`src/rtl/input_wrapper_pkg.sv`:
```
// -----------------------------------------------------------------------------
// input_wrapper_pkg
// Definitions shared by the sqrt input and output wrappers: default operand
// geometry, operand class codes and the special-value mantissa/exponent
// constants (quiet NaN, signalling NaN, infinity, zero).
// -----------------------------------------------------------------------------
package input_wrapper_pkg;

  // Default IEEE-754 binary64 geometry. The mantissa width counts the hidden bit.
  localparam int DEF_M_SIZE   = 53;
  localparam int DEF_EXP_SIZE = 11;
  localparam int DEF_FRAC_SIZE = DEF_M_SIZE - 1;

  // Operand class code carried alongside the unpacked operand.
  typedef enum logic [2:0] {
    FLAG_ZERO     = 3'b000,
    FLAG_DENORM   = 3'b001,
    FLAG_INF      = 3'b010,
    FLAG_NAN      = 3'b011,
    FLAG_NORMAL   = 3'b100,
    FLAG_SIGN_ERR = 3'b111
  } flag_e;

  // Special-value encodings at the default geometry, as {hidden, fraction}
  // for mantissas and as the biased exponent field for exponents.
  localparam logic [DEF_M_SIZE-1:0]   QNAN_MANT = {2'b11, {(DEF_M_SIZE-2){1'b0}}};
  localparam logic [DEF_M_SIZE-1:0]   SNAN_MANT = {2'b10, {(DEF_M_SIZE-3){1'b0}}, 1'b1};
  localparam logic [DEF_M_SIZE-1:0]   INF_MANT  = {DEF_M_SIZE{1'b0}};
  localparam logic [DEF_M_SIZE-1:0]   ZERO_MANT = {DEF_M_SIZE{1'b0}};
  localparam logic [DEF_EXP_SIZE-1:0] QNAN_EXP  = {DEF_EXP_SIZE{1'b1}};
  localparam logic [DEF_EXP_SIZE-1:0] SNAN_EXP  = {DEF_EXP_SIZE{1'b1}};
  localparam logic [DEF_EXP_SIZE-1:0] INF_EXP   = {DEF_EXP_SIZE{1'b1}};
  localparam logic [DEF_EXP_SIZE-1:0] ZERO_EXP  = {DEF_EXP_SIZE{1'b0}};

  // True for the class codes the wrappers are allowed to emit.
  function automatic logic flag_is_legal(input logic [2:0] code);
    return (code != 3'b101) && (code != 3'b110);
  endfunction

endpackage

```
`src/rtl/input_classifier.sv`:
```
// -----------------------------------------------------------------------------
// input_classifier
// Purely combinational: splits an IEEE-754 operand into sign/exponent/fraction
// and produces the class code plus the mantissa/exponent handed to the sqrt
// core. Negative non-zero, non-NaN operands have no real square root and are
// reported as FLAG_SIGN_ERR with zeroed payload.
//
// Ports
//   data    in   M_SIZE+EXP_SIZE  operand, {sign, exponent, fraction}
//   mantisa out  M_SIZE           {hidden bit, fraction}
//   exp     out  EXP_SIZE         biased exponent
//   flags   out  3                operand class code
// -----------------------------------------------------------------------------
module input_classifier
  import input_wrapper_pkg::*;
#(
  parameter int M_SIZE   = DEF_M_SIZE,
  parameter int EXP_SIZE = DEF_EXP_SIZE
) (
  input  logic [M_SIZE+EXP_SIZE-1:0] data,
  output logic [M_SIZE-1:0]          mantisa,
  output logic [EXP_SIZE-1:0]        exp,
  output logic [2:0]                 flags
);

  localparam int FRAC_SIZE = M_SIZE - 1;
  localparam int W         = M_SIZE + EXP_SIZE;

  logic                 sign;
  logic [EXP_SIZE-1:0]  exp_field;
  logic [FRAC_SIZE-1:0] frac_field;
  logic                 exp_zero;
  logic                 exp_ones;
  logic                 frac_zero;

  assign sign       = data[W-1];
  assign exp_field  = data[W-2 -: EXP_SIZE];
  assign frac_field = data[FRAC_SIZE-1:0];
  assign exp_zero   = (exp_field == '0);
  assign exp_ones   = (exp_field == '1);
  assign frac_zero  = (frac_field == '0);

  // Priority order matters: signed zero and NaN of either sign are classified
  // before the sign check so that only the "real" negatives become errors.
  always_comb begin
    mantisa = '0;
    exp     = '0;
    flags   = FLAG_ZERO;
    if (exp_zero && frac_zero) begin
      flags = FLAG_ZERO;
    end else if (exp_ones && !frac_zero) begin
      flags   = FLAG_NAN;
      mantisa = {1'b1, frac_field};
      exp     = '1;
    end else if (sign) begin
      flags = FLAG_SIGN_ERR;
    end else if (exp_zero) begin
      // Denormal: no hidden bit, exponent field stays at zero.
      flags   = FLAG_DENORM;
      mantisa = {1'b0, frac_field};
    end else if (exp_ones) begin
      flags = FLAG_INF;
      exp   = '1;
    end else begin
      flags   = FLAG_NORMAL;
      mantisa = {1'b1, frac_field};
      exp     = exp_field;
    end
  end

endmodule

```
`src/rtl/input_wrapper.sv`:
```
// -----------------------------------------------------------------------------
// input_wrapper
// Two-stage elastic front end of the sqrt core. S1 captures the raw operand,
// the classifier decodes it, and S2 registers the classified result that is
// presented downstream. Each stage loads when it is empty or being drained in
// the same cycle, so a full pipeline shifts without bubbles and a stalled
// output holds its value.
//
// Ports
//   clk          in   1                 clock
//   rst          in   1                 synchronous active-high reset
//   in_valid     in   1                 in_data valid
//   in_ready     out  1                 operand accepted this cycle
//   in_data      in   M_SIZE+EXP_SIZE   operand, {sign, exponent, fraction}
//   out_valid    out  1                 out_* valid
//   out_ready    in   1                 downstream accepts
//   out_mantisa  out  M_SIZE            {hidden bit, fraction}
//   out_exp      out  EXP_SIZE          biased exponent
//   out_flags    out  3                 operand class code
// -----------------------------------------------------------------------------
module input_wrapper
  import input_wrapper_pkg::*;
#(
  parameter int M_SIZE   = DEF_M_SIZE,
  parameter int EXP_SIZE = DEF_EXP_SIZE
) (
  input  logic                       clk,
  input  logic                       rst,
  input  logic                       in_valid,
  output logic                       in_ready,
  input  logic [M_SIZE+EXP_SIZE-1:0] in_data,
  output logic                       out_valid,
  input  logic                       out_ready,
  output logic [M_SIZE-1:0]          out_mantisa,
  output logic [EXP_SIZE-1:0]        out_exp,
  output logic [2:0]                 out_flags
);

  localparam int W = M_SIZE + EXP_SIZE;

  // Stage 1: raw operand
  logic         s1_valid_q, s1_valid_d;
  logic [W-1:0] s1_data_q,  s1_data_d;

  // Stage 2: classified result
  logic                out_valid_q,   out_valid_d;
  logic [M_SIZE-1:0]   out_mantisa_q, out_mantisa_d;
  logic [EXP_SIZE-1:0] out_exp_q,     out_exp_d;
  logic [2:0]          out_flags_q,   out_flags_d;

  // Classifier results for the operand sitting in S1
  logic [M_SIZE-1:0]   cls_mantisa;
  logic [EXP_SIZE-1:0] cls_exp;
  logic [2:0]          cls_flags;

  logic s2_load;
  logic in_fire;

  input_classifier #(
    .M_SIZE   (M_SIZE),
    .EXP_SIZE (EXP_SIZE)
  ) u_classifier (
    .data    (s1_data_q),
    .mantisa (cls_mantisa),
    .exp     (cls_exp),
    .flags   (cls_flags)
  );

  always_comb begin
    // S2 takes S1's operand when S2 is empty or its content leaves this cycle.
    s2_load  = s1_valid_q && (!out_valid_q || out_ready);
    // S1 can accept when empty or when it is moving into S2. This depends only
    // on registered state and out_ready, never on in_valid.
    in_ready = !rst && (!s1_valid_q || s2_load);
    in_fire  = in_valid && in_ready;

    s1_valid_d    = in_fire || (s1_valid_q && !s2_load);
    s1_data_d     = s1_data_q;
    out_valid_d   = s2_load || (out_valid_q && !out_ready);
    out_mantisa_d = out_mantisa_q;
    out_exp_d     = out_exp_q;
    out_flags_d   = out_flags_q;

    if (in_fire) begin
      s1_data_d = in_data;
    end
    if (s2_load) begin
      out_mantisa_d = cls_mantisa;
      out_exp_d     = cls_exp;
      out_flags_d   = cls_flags;
    end
  end

  always_ff @(posedge clk) begin
    if (rst) begin
      s1_valid_q    <= 1'b0;
      s1_data_q     <= '0;
      out_valid_q   <= 1'b0;
      out_mantisa_q <= '0;
      out_exp_q     <= '0;
      out_flags_q   <= FLAG_ZERO;
    end else begin
      s1_valid_q    <= s1_valid_d;
      s1_data_q     <= s1_data_d;
      out_valid_q   <= out_valid_d;
      out_mantisa_q <= out_mantisa_d;
      out_exp_q     <= out_exp_d;
      out_flags_q   <= out_flags_d;
    end
  end

  assign out_valid   = out_valid_q;
  assign out_mantisa = out_mantisa_q;
  assign out_exp     = out_exp_q;
  assign out_flags   = out_flags_q;

endmodule
```
`config.mk`:
```
export PLATFORM = sky130hd
export DESIGN_NAME = input_wrapper
export DESIGN_NICKNAME = d
export VERILOG_FILES = /design/src/rtl/input_wrapper_pkg.sv /design/src/rtl/input_classifier.sv /design/src/rtl/input_wrapper.sv
export SDC_FILE = /design/constraint.sdc
export NUM_CORES = 1
export LEC_CHECK = 0
export BUFFER_PORTS_ARGS = -buffer_cell sky130_fd_sc_hd__buf_2
export CELL_PAD_IN_SITES_DETAIL_PLACEMENT = 0
export CELL_PAD_IN_SITES_GLOBAL_PLACEMENT = 1
export CORE_MARGIN = 1.5
export CORE_UTILIZATION = 41
export DETAILED_ROUTE_END_ITERATION = 8
export PLACE_DENSITY = 0.86
export SLEW_MARGIN = 20
export SYNTH_ARGS = -nofsm -noshare
export SYNTH_HDL_FRONTEND = slang
export SYNTH_SLANG_ARGS = --single-unit
```
`constraint.sdc`:
```
create_clock -name clk -period 5.54 [get_ports clk]
set_input_delay 0.831 -clock clk [delete_from_list [all_inputs] [get_ports clk]]
set_output_delay 0.831 -clock clk [all_outputs]
set_load 0.1 [all_outputs]
```
-- Word level (Yosys, flattened, before mapping)
Index checks and enable logic that the tools add are counted.
- add/sub/neg operators: 0
- multiply operators: 0
- div/mod/pow operators: 0
- $lt $le $gt $ge: 0
- equal/unequal tests: 1
- shift operators: 0
- muxes and demuxes: 15
- bitwise operators: 0
- reductions and logical operators: 19
- operators with widths (operator ; count):
    53-bit two-way mux ; 5
    11-bit two-way mux ; 5
    52-bit zero test ; 1
    3-bit two-way mux ; 5
    11-bit == test, second input constant ; 1
    11-bit zero test ; 1
    1-bit logical AND ; 7
    1-bit zero test ; 6
    1-bit logical OR ; 4
- bits in registers: 133
- bits in latches: 0
- RAM bits: 0
- ROM bits: 0
- output and inout bits: 69
- word-level logic and storage cells: 41
- memories: 0

-- Longest topological paths before layout
Gate-level depths: netlist of the first run.
- depth after elaboration: 7
- mapped depth: 7
- gate-level depth less buffers: 5

-- Modules after synthesis
A second synthesis of the first run with hierarchy kept.
- cells, all modules: 639
- area, all modules: 6213.5 µm²
- by module, submodules not included (module ; times used ; cells an instance ; area each (µm²)):
    input_wrapper ; 1 ; 523 ; 5429.0
    input_classifier ; 1 ; 116 ; 784.5

-- Worst setup path after synthesis of the first run
Ideal clock, no wire load.
- kind: reg-to-reg
- start: register out_valid_q (netlist: out_valid)
- end: register s1_data_q[31]
- arrival: 3.392 ns
- path slack: 2.035 ns
- cell stages (with the launch flop): 7
- buffers on the path: 1
- cell sequence: dfxtp_1 -> nor2b_1 -> a21oi_1 -> nand2_1 -> clkbuf_1 -> nand3b_1 -> nand2_1
- cells in the longest elaborated chain, start to end: 6
- RTL lines (item ; line ; text):
    start, declared ; input_wrapper.sv:46 ; logic out_valid_q, out_valid_d;
    start signal, assigned ; input_wrapper.sv:105 ; out_valid_q <= out_valid_d;
    1-bit zero test ; input_wrapper.sv:71 ; s2_load = s1_valid_q && (!out_valid_q || out_ready);
    1-bit logical OR ; input_wrapper.sv:71 ;
    1-bit logical AND ; input_wrapper.sv:71 ;
    1-bit logical OR ; input_wrapper.sv:74 ; in_ready = !rst && (!s1_valid_q || s2_load);
    1-bit logical AND ; input_wrapper.sv:74 ;
    via in_ready ; input_wrapper.sv:30 ; output logic in_ready,
    1-bit logical AND ; input_wrapper.sv:75 ; in_fire = in_valid && in_ready;
    end signal, assigned ; input_wrapper.sv:104 ; s1_data_q <= s1_data_d;
    end, declared ; input_wrapper.sv:43 ; logic [W-1:0] s1_data_q, s1_data_d;
The timed path passes the listed nets, and every way through them passes these cells.
A chain may end at the register's enable or synchronous reset.

-- Worst setup path in the final report of the first run
- start: input port out_ready
- end: register out_mantisa_q[18] (netlist: out_mantisa[18])
- cells in the longest elaborated chain, start to end: 2
- RTL lines (item ; line ; text):
    start, declared ; input_wrapper.sv:33 ; input logic out_ready,
    1-bit logical OR ; input_wrapper.sv:71 ;
    1-bit logical AND ; input_wrapper.sv:71 ;
    end signal, assigned ; input_wrapper.sv:106 ; out_mantisa_q <= out_mantisa_d;
    end, declared ; input_wrapper.sv:47 ; logic [M_SIZE-1:0] out_mantisa_q, out_mantisa_d;
No other way between the ends.

==> results of run 1 <==
-- worst max path at each step --
stage | depth (start not counted) | to | slack [ns] | startpoint
after floorplan | 6 | s1_data_q[31]$_SDFFE_PP0P_ | 2.04 | out_valid$_SDFF_PP0_
after global placement | 6 | out_mantisa[4]$_SDFFE_PP0P_ | 2.39 | out_ready
after detailed placement | 6 | out_mantisa[18]$_SDFFE_PP0P_ | 2.30 | out_ready
after CTS | 6 | out_mantisa[47]$_SDFFE_PP0P_ | 2.76 | out_ready
after global routing | 6 | out_mantisa[16]$_SDFFE_PP0P_ | 2.49 | out_ready
final | 6 | out_mantisa[18]$_SDFFE_PP0P_ | 2.77 | out_ready
-- power by group through the flow --
| stage | clock network (mW) | logic, mW | registers [mW] |
|---|---|---|---|
| 2_1_floorplan | 0 | 0.120 | 1.17 |
| 3_3_place_gp | 0 | 0.298 | 1.07 |
| 3_5_place_dp | 0 | 0.302 | 1.07 |
| 4_1_cts | 1.05 | 0.303 | 1.05 |
| 5_1_grt | 1.10 | 0.325 | 1.06 |
| 6_report | 1.04 | 0.301 | 1.05 |
-- cell families (layout without fill, tap and decap cells) --
group / after synthesis / count (layout) / synth area share
other cells: 0 / 3 / 0
simple gates: 297 / 297 / 0.290
buf+inv: 46 / 171 / 0.0398
mux: 2 / 2 / 0.00405
flops: 133 / 133 / 0.539
compound gates: 84 / 84 / 0.128
-- stage by stage --
stage                     area, µm²  utilization
after floorplan                4940            -
after global placement         5650        0.488
after detailed placement       5650        0.488
after CTS                      6180        0.534
after global routing           6190        0.535
final                          6190        0.535
-- registers in the layout, indices dropped and copies added, names as in the netlist --
| name | count |
|---|---|
| out_exp | 11 |
| out_flags | 3 |
| out_mantisa | 53 |
| out_valid | 1 |
| s1_data_q | 64 |
| s1_valid_q | 1 |
-- area by class of cell --
cell class | count | area [µm²]
Multi-Input combinational cell | 383 | 2090
Sequential cell | 133 | 2660
Clock inverter | 6 | 80.1
Timing Repair Buffer | 140 | 717
Fill cell | 1077 | 5370
Clock buffer | 24 | 452
Inverter | 1 | 3.75
Antenna cell | 3 | 7.51
Tap cell | 143 | 179
-- metal layers --
layer,part of all wire,vias up
li1,-,2181
met1,0.45,2053
met2,0.47,140
met3,0.071,15
met4,0.012,0
met5,0,-
-- cell usage after synthesis --
| cell type | instances |
|---|---|
| nand2_1 | 136 |
| dfxtp_1 | 133 |
| nand3b_1 | 63 |
| nor2_1 | 63 |
| a22oi_1 | 57 |
| clkbuf_1 | 31 |
| nor4_1 | 15 |
| buf_2 | 13 |
| a21oi_1 | 10 |
| a211oi_1 | 6 |
| a221oi_1 | 5 |
| nand4_1 | 4 |
| nor3_1 | 4 |
| nand3_1 | 3 |
| nor2b_1 | 3 |
| mux2i_1 | 2 |
| nand2b_1 | 2 |
| a221oi_2 | 1 |
| a311oi_1 | 1 |
| and2_1 | 1 |
| and3_1 | 1 |
| buf_6 | 1 |
| inv_1 | 1 |
| nand2_2 | 1 |
| o21a_1 | 1 |
| o21ai_4 | 1 |
| o221ai_1 | 1 |
| o31ai_1 | 1 |
| or4_1 | 1 |
-- worst max-delay path, stage by stage --
cell	delay, ns
buf_2	0.08
nor2b_1	0.07
nor2b_1	0.81
o21a_2	0.98
a22oi_1	0.18
nor2_1	0.13
==> summary.md, run 1 <==
| Metric | Value |
|---|---|
| FP Rows | `39` |
| CTS Sinks | `133` |
| CORE AREA | `11600 µm²` |
| Hold Path Sink | `out_flags[1]$_SDFFE_PP0P_` |
| Area Overhead vs Synth | `25.3%` |
| Worst-Margin Slew | `1.08 ns` |
| DR pass1 iterations | `5` |
| Int Power | `1.74 mW` |
| DR vias | `4389` |
| Vias in the first global route | `4428` |
| Fin cells | `833` |
| Longest Clk Path Bufs | `2` |
| Routed Antenna Nets | `0` |
| Final Hold Viols | `0` |
| Clock share of power | `0.434` |
| Die X | `113 µm` |
| Seq cells post-synth | `133` |
| Pin count of the biggest net entering global routing | `134` |
| Clk slew on worst S/H paths | `0.05 ns` |
| GR Layer Usage met3 | `0.0782` |
| Switching power | `647 µW` |
| Distinct cells, synth | `29` |
| DIE HEIGHT | `113 µm` |
| Total gr overflow | `0` |
| Mapped Area | `4940 µm²` |
| CTS Buf Count | `17` |
| Synth Instances | `562` |
| Pwr Total | `2.39 mW` |
| Final net count | `744` |
| Clock Latency Late Sink | `0.42 ns` |
| CP Class | `in -> reg` |
| Port Buffer Count | `136` |
| Initial Utilization | `0.427` |
| Grt met2 use | `0.341` |
| Setup ws final | `2.77 ns` |
| Final period util | `0.501` |
| Clock skew | `0.00894 ns` |
| Net Sw Frac | `0.271` |
| DP HPWL | `8660 µm` |
| Worst r2r src | `out_valid$_SDFF_PP0_` |
| Post-CTS Resized | `0` |
| R2r endpoint | `out_mantisa[18]$_SDFFE_PP0P_` |
| RSZ-0062 raised after global routing | `no` |
| Yosys top cell area share | `0.539` |
| Initial drt markers | `283` |
| WHS Path Cells | `2` |
| Yosys warnings | `0` |
| Crit path launch type | `primary input` |
| WHS | `0.487 ns` |
| Max Cap Viol | `0` |
| WL final | `13300 µm` |
| Logic pwr share | `0.126` |
| Residual DRC | `0` |
| Share of cells above drive strength 1 | `0.247` |
| Ports | `137` |
| Tmin final | `2.77 ns` |
| Initial antenna violation count | `3` |
| Placer Congestion | `0.831` |
| Syn_area_per_cell | `8.79 µm²` |
| TNS Setup | `0 ns` |
| Pre-CTS setup slack | `2.30 ns` |
| Wire per inst | `15.9 µm` |
| CP endpoint kind | `register` |
| CTS tree | `built` |
| Dpl cells | `800` |
| Final setup viols | `0` |
| Top cell type by total area after synthesis | `dfxtp_1` |
| Sequential area share after synthesis | `0.539` |
| Internal reg-to-reg setup slack | `2.86 ns` |
| PD cells | `386 nW/µm²` |
| Worst reg2reg path depth | `5` |
| Gr busiest metal | `met2` |
| H-tree Lvls | `4` |
| Max Clock Freq | `0.361 GHz` |
| Min-delay worst type | `reg -> reg` |
| Routed vias/inst | `5.27` |
| Worst endpoint required time | `5.89 ns` |
| Maximum VDD drop | `0.187 mV` |
| Status | `complete, no violations` |
| Setup bufs post-CTS | `0` |
| Critical path fanouts, max | `52` |
| Slew Limit Fails | `0` |
| Die footprint | `12700 µm²` |
| Top cells by area, synth | `dfxtp_1 54%, nand2_1 10%, nand3b_1 9.6%, a22oi_1 8.7%, nor2_1 4.8%` |
| All-Layer GR Usage | `0.219` |
| Critical Path AT | `3.13 ns` |
| Reg power frac | `0.440` |
| GR Util met1 | `0.276` |
| First-pass GRT wire length | `21800 µm` |
| Static leakage | `2.86 nW` |
| CTS root buf | `clkbuf_16` |
| Hold Crit Start | `out_flags[1]$_SDFFE_PP0P_` |
| Worst rel slew slack | `0.282` |
| Most frequent cells in the layout | `135 x nand2_1, 135 x buf_2, 133 x dfxtp_1, 63 x nand3b_1, 63 x nor2_1` |
| Mapped Nets | `630` |
| CTS Hold Bufs | `0` |
No activity file was read; power rests on OpenSTA's default activity.
==> inputs of run 2 (changes only) <==
--- a/config.mk
+++ b/config.mk
@@ -9,9 +9,9 @@
 export CELL_PAD_IN_SITES_DETAIL_PLACEMENT = 0
 export CELL_PAD_IN_SITES_GLOBAL_PLACEMENT = 1
 export CORE_MARGIN = 1.5
-export CORE_UTILIZATION = 41
+export CORE_UTILIZATION = 38
 export DETAILED_ROUTE_END_ITERATION = 8
-export PLACE_DENSITY = 0.86
+export PLACE_DENSITY = 0.81
 export SLEW_MARGIN = 20
 export SYNTH_ARGS = -nofsm -noshare
 export SYNTH_HDL_FRONTEND = slang
==> constraint.sdc (replaced) <==
create_clock -name clk -period 2.9 [get_ports clk]
set_input_delay 0.435 -clock clk [delete_from_list [all_inputs] [get_ports clk]]
set_output_delay 0.435 -clock clk [all_outputs]
set_load 0.1 [all_outputs]
==> summary.md, run 2 (same netlist as run 1, synthesis figures left out) <==
| Metric | Value |
|---|---|
| Worst-Margin Slew | `1.07 ns (was 1.08 ns)` |
| CTS Buf Count | `17 (unchanged)` |
| DR vias | `4387 (was 4389)` |
| Routed vias/inst | `5.07 (was 5.27)` |
| Initial drt markers | `345 (was 283)` |
| Wire per inst | `15.0 µm (was 15.9 µm)` |
| Critical Path AT | `2.71 ns (was 3.13 ns)` |
| WL final | `13000 µm (was 13300 µm)` |
| WHS Path Cells | `3 (was 2)` |
| Worst endpoint required time | `3.25 ns (was 5.89 ns)` |
| Filler cell count | `1233 (was 1077)` |
| Port Buffer Count | `136 (unchanged)` |
| H-tree Lvls | `4 (unchanged)` |
| Clk slew on worst S/H paths | `0.05 ns (about the same)` |
| Clock Latency Late Sink | `0.41 ns (was 0.42 ns)` |
| FP Rows | `41 (was 39)` |
| Crit path launch type | `register (was primary input)` |
| CP endpoint | `out_mantisa[20]$_SDFFE_PP0P_ (was out_mantisa[18]$_SDFFE_PP0P_)` |
| Area of the multi-input gates | `2090 µm² (about the same)` |
| Crit-path slowest cell | `nor2b_1 (was o21a_2)` |
| Status | `complete, no violations (unchanged)` |
| Residual DRC | `0 (unchanged)` |
| Clock skew | `0.00491 ns (was 0.00894 ns)` |
| CTS Hold Bufs | `0 (unchanged)` |
| Worst reg2reg path depth | `6 (was 5)` |
| Die X | `117 µm (was 113 µm)` |
| Vias in the first global route | `4022 (was 4428)` |
| Final setup viols | `0 (unchanged)` |
| Most frequent cells in the layout | `135 x nand2_1, 135 x buf_2, 133 x dfxtp_1, 63 x nand3b_1, 63 x nor2_1 (unchanged)` |
| CORE AREA | `12700 µm² (was 11600 µm²)` |
| Post-CTS Resized | `0 (unchanged)` |
| CTS Sinks | `133 (unchanged)` |
| TNS Setup | `0 ns (unchanged)` |
| Longest Clk Path Bufs | `2 (unchanged)` |
| Setup bufs post-CTS | `0 (unchanged)` |
| CTS root buf | `clkbuf_16 (unchanged)` |
| Final net count | `749 (was 744)` |
| FF/Latch Area | `2660 µm² (unchanged)` |
| Top reg by flops | `s1_data_q (unchanged)` |
| Max Clock Freq | `0.423 GHz` |
| All-Layer GR Usage | `0.199 (was 0.219)` |
| DIE HEIGHT | `117 µm (was 113 µm)` |
| DP HPWL | `8720 µm (was 8660 µm)` |
| Max Cap Viol | `0 (unchanged)` |
| CP Class | `reg -> reg (was in -> reg)` |
| CTS tree | `built (unchanged)` |
| Static leakage | `2.90 nW (was 2.86 nW)` |
| Min-delay worst type | `in -> reg (was reg -> reg)` |
| PD cells | `735 nW/µm² (was 386 nW/µm²)` |
| Internal reg-to-reg setup slack | `0.54 ns (was 2.86 ns)` |
| Critical path's most frequent cell | `nor2b_1 (unchanged)` |
| Crit path from | `out_valid$_SDFF_PP0_ (was out_ready)` |
| CP endpoint kind | `register (unchanged)` |
| Final period util | `0.814` |
| Max FFs per register | `64 (unchanged)` |
| R2r endpoint | `out_mantisa[20]$_SDFFE_PP0P_ (was out_mantisa[18]$_SDFFE_PP0P_)` |
| Initial Utilization | `0.390 (was 0.427)` |
| First-pass GRT wire length | `20700 µm (was 21800 µm)` |
| Pin count of the biggest net entering global routing | `52 (was 134)` |
| DR pass1 iterations | `4 (was 5)` |
| WHS | `0.206 ns (was 0.487 ns)` |
| Total gr overflow | `0 (unchanged)` |
| Share of cells above drive strength 1 | `0.255 (was 0.247)` |
| Worst rel slew slack | `0.282 (about the same)` |
| RSZ-0062 raised after global routing | `no (unchanged)` |
| Area Overhead vs Synth | `28.1% (was 25.3%)` |
| Routed Antenna Nets | `0 (unchanged)` |
| Worst r2r src | `out_valid$_SDFF_PP0_ (unchanged)` |
| Critical path fanouts, max | `36 (was 52)` |
| Slew Limit Fails | `0 (unchanged)` |
| Die footprint | `13700 µm² (was 12700 µm²)` |
| Maximum VDD drop | `0.431 mV (was 0.187 mV)` |
| Placer Congestion | `0.805 (was 0.831)` |
| Initial antenna violation count | `1 (was 3)` |
| Critical path cell sequence | `nor2b_1 -> nor2b_1 -> o21a_2 -> buf_12 -> a22oi_1 -> nor2_1 (was buf_2 -> nor2b_1 -> nor2b_1 -> o21a_2 -> a22oi_1 -> nor2_1)` |
| Final Hold Viols | `0 (unchanged)` |
| Tmin final | `2.36 ns` |
| Ports | `137 (unchanged)` |
| CP max stage delay | `0.84 ns (was 0.98 ns)` |
[run 2: cell types whose count changed in the layout (fill, tap and decap cells not counted)]
cell      change
a21oi_2       +1
buf_12        +3
clkbuf_8      +3
diode_2       -2
buf_6         -1
buf_4         +3
a21oi_1       -1
clkinv_2      -2
[run 2: metal layers]
layer | share of wire | global-route usage
met2 | 0.46 | 0.311
met5 | 0.00077 | 0
met1 | 0.46 | 0.255
met3 | 0.066 | 0.0675
met4 | 0.012 | 0.0747
[run 2: critical path: cells and delay by family (launching register included)]
family          cells  cell delay (ns)
simple gates        3             1.11
flops               1             0.30
compound gates      2             0.61
buf+inv             1             0.25
[run 2: where the power goes]
group / leakage (nW) / internal (mW) / switching (mW) / total (mW)
Clock: 0.275 / 1.33 / 0.734 / 2.06
Sequential: 1.09 / 1.93 / 0.0777 / 2.00
Combinational: 1.54 / 0.161 / 0.424 / 0.585
Total: 2.90 / 3.41 / 1.24 / 4.65
[run 2: worst min-delay path by stage]
stage | slack (ns) | startpoint | endpoint
final | 0.21 | in_data[46] | s1_data_q[46]$_SDFFE_PP0P_
after global routing | 0.19 | in_data[33] | s1_data_q[33]$_SDFFE_PP0P_
after CTS | 0.19 | in_data[13] | s1_data_q[13]$_SDFFE_PP0P_
after detailed placement | 0.46 | out_flags[1]$_SDFFE_PP0P_ | out_flags[1]$_SDFFE_PP0P_
after global placement | 0.47 | out_flags[1]$_SDFFE_PP0P_ | out_flags[1]$_SDFFE_PP0P_
after floorplan | 0.46 | s1_data_q[13]$_SDFFE_PP0P_ | s1_data_q[13]$_SDFFE_PP0P_
[run 2: final cells by class]
type / instances / share of cell area
sequential: 133 / 0.421
timing repair buffer: 145 / 0.125
tap: 172 / 0.0340
clock inverter: 4 / 0.0111
antenna: 1 / 0.000395
inverter: 1 / 0.000593
multi-input combinational: 383 / 0.331
clock buffer: 27 / 0.0779
[run 2: per-stage QoR]
step	area (µm²)	std cells	setup slack, ns	power, mW	utilization
after floorplan	4940	562	0.159	2.47	-
after global routing	6330	865	0.281	4.83	0.499
after global placement	5760	834	0.401	2.62	0.455
after detailed placement	5760	834	0.359	2.63	0.455
final	6330	866	0.538	4.65	0.499
after CTS	6330	865	0.467	4.68	0.499
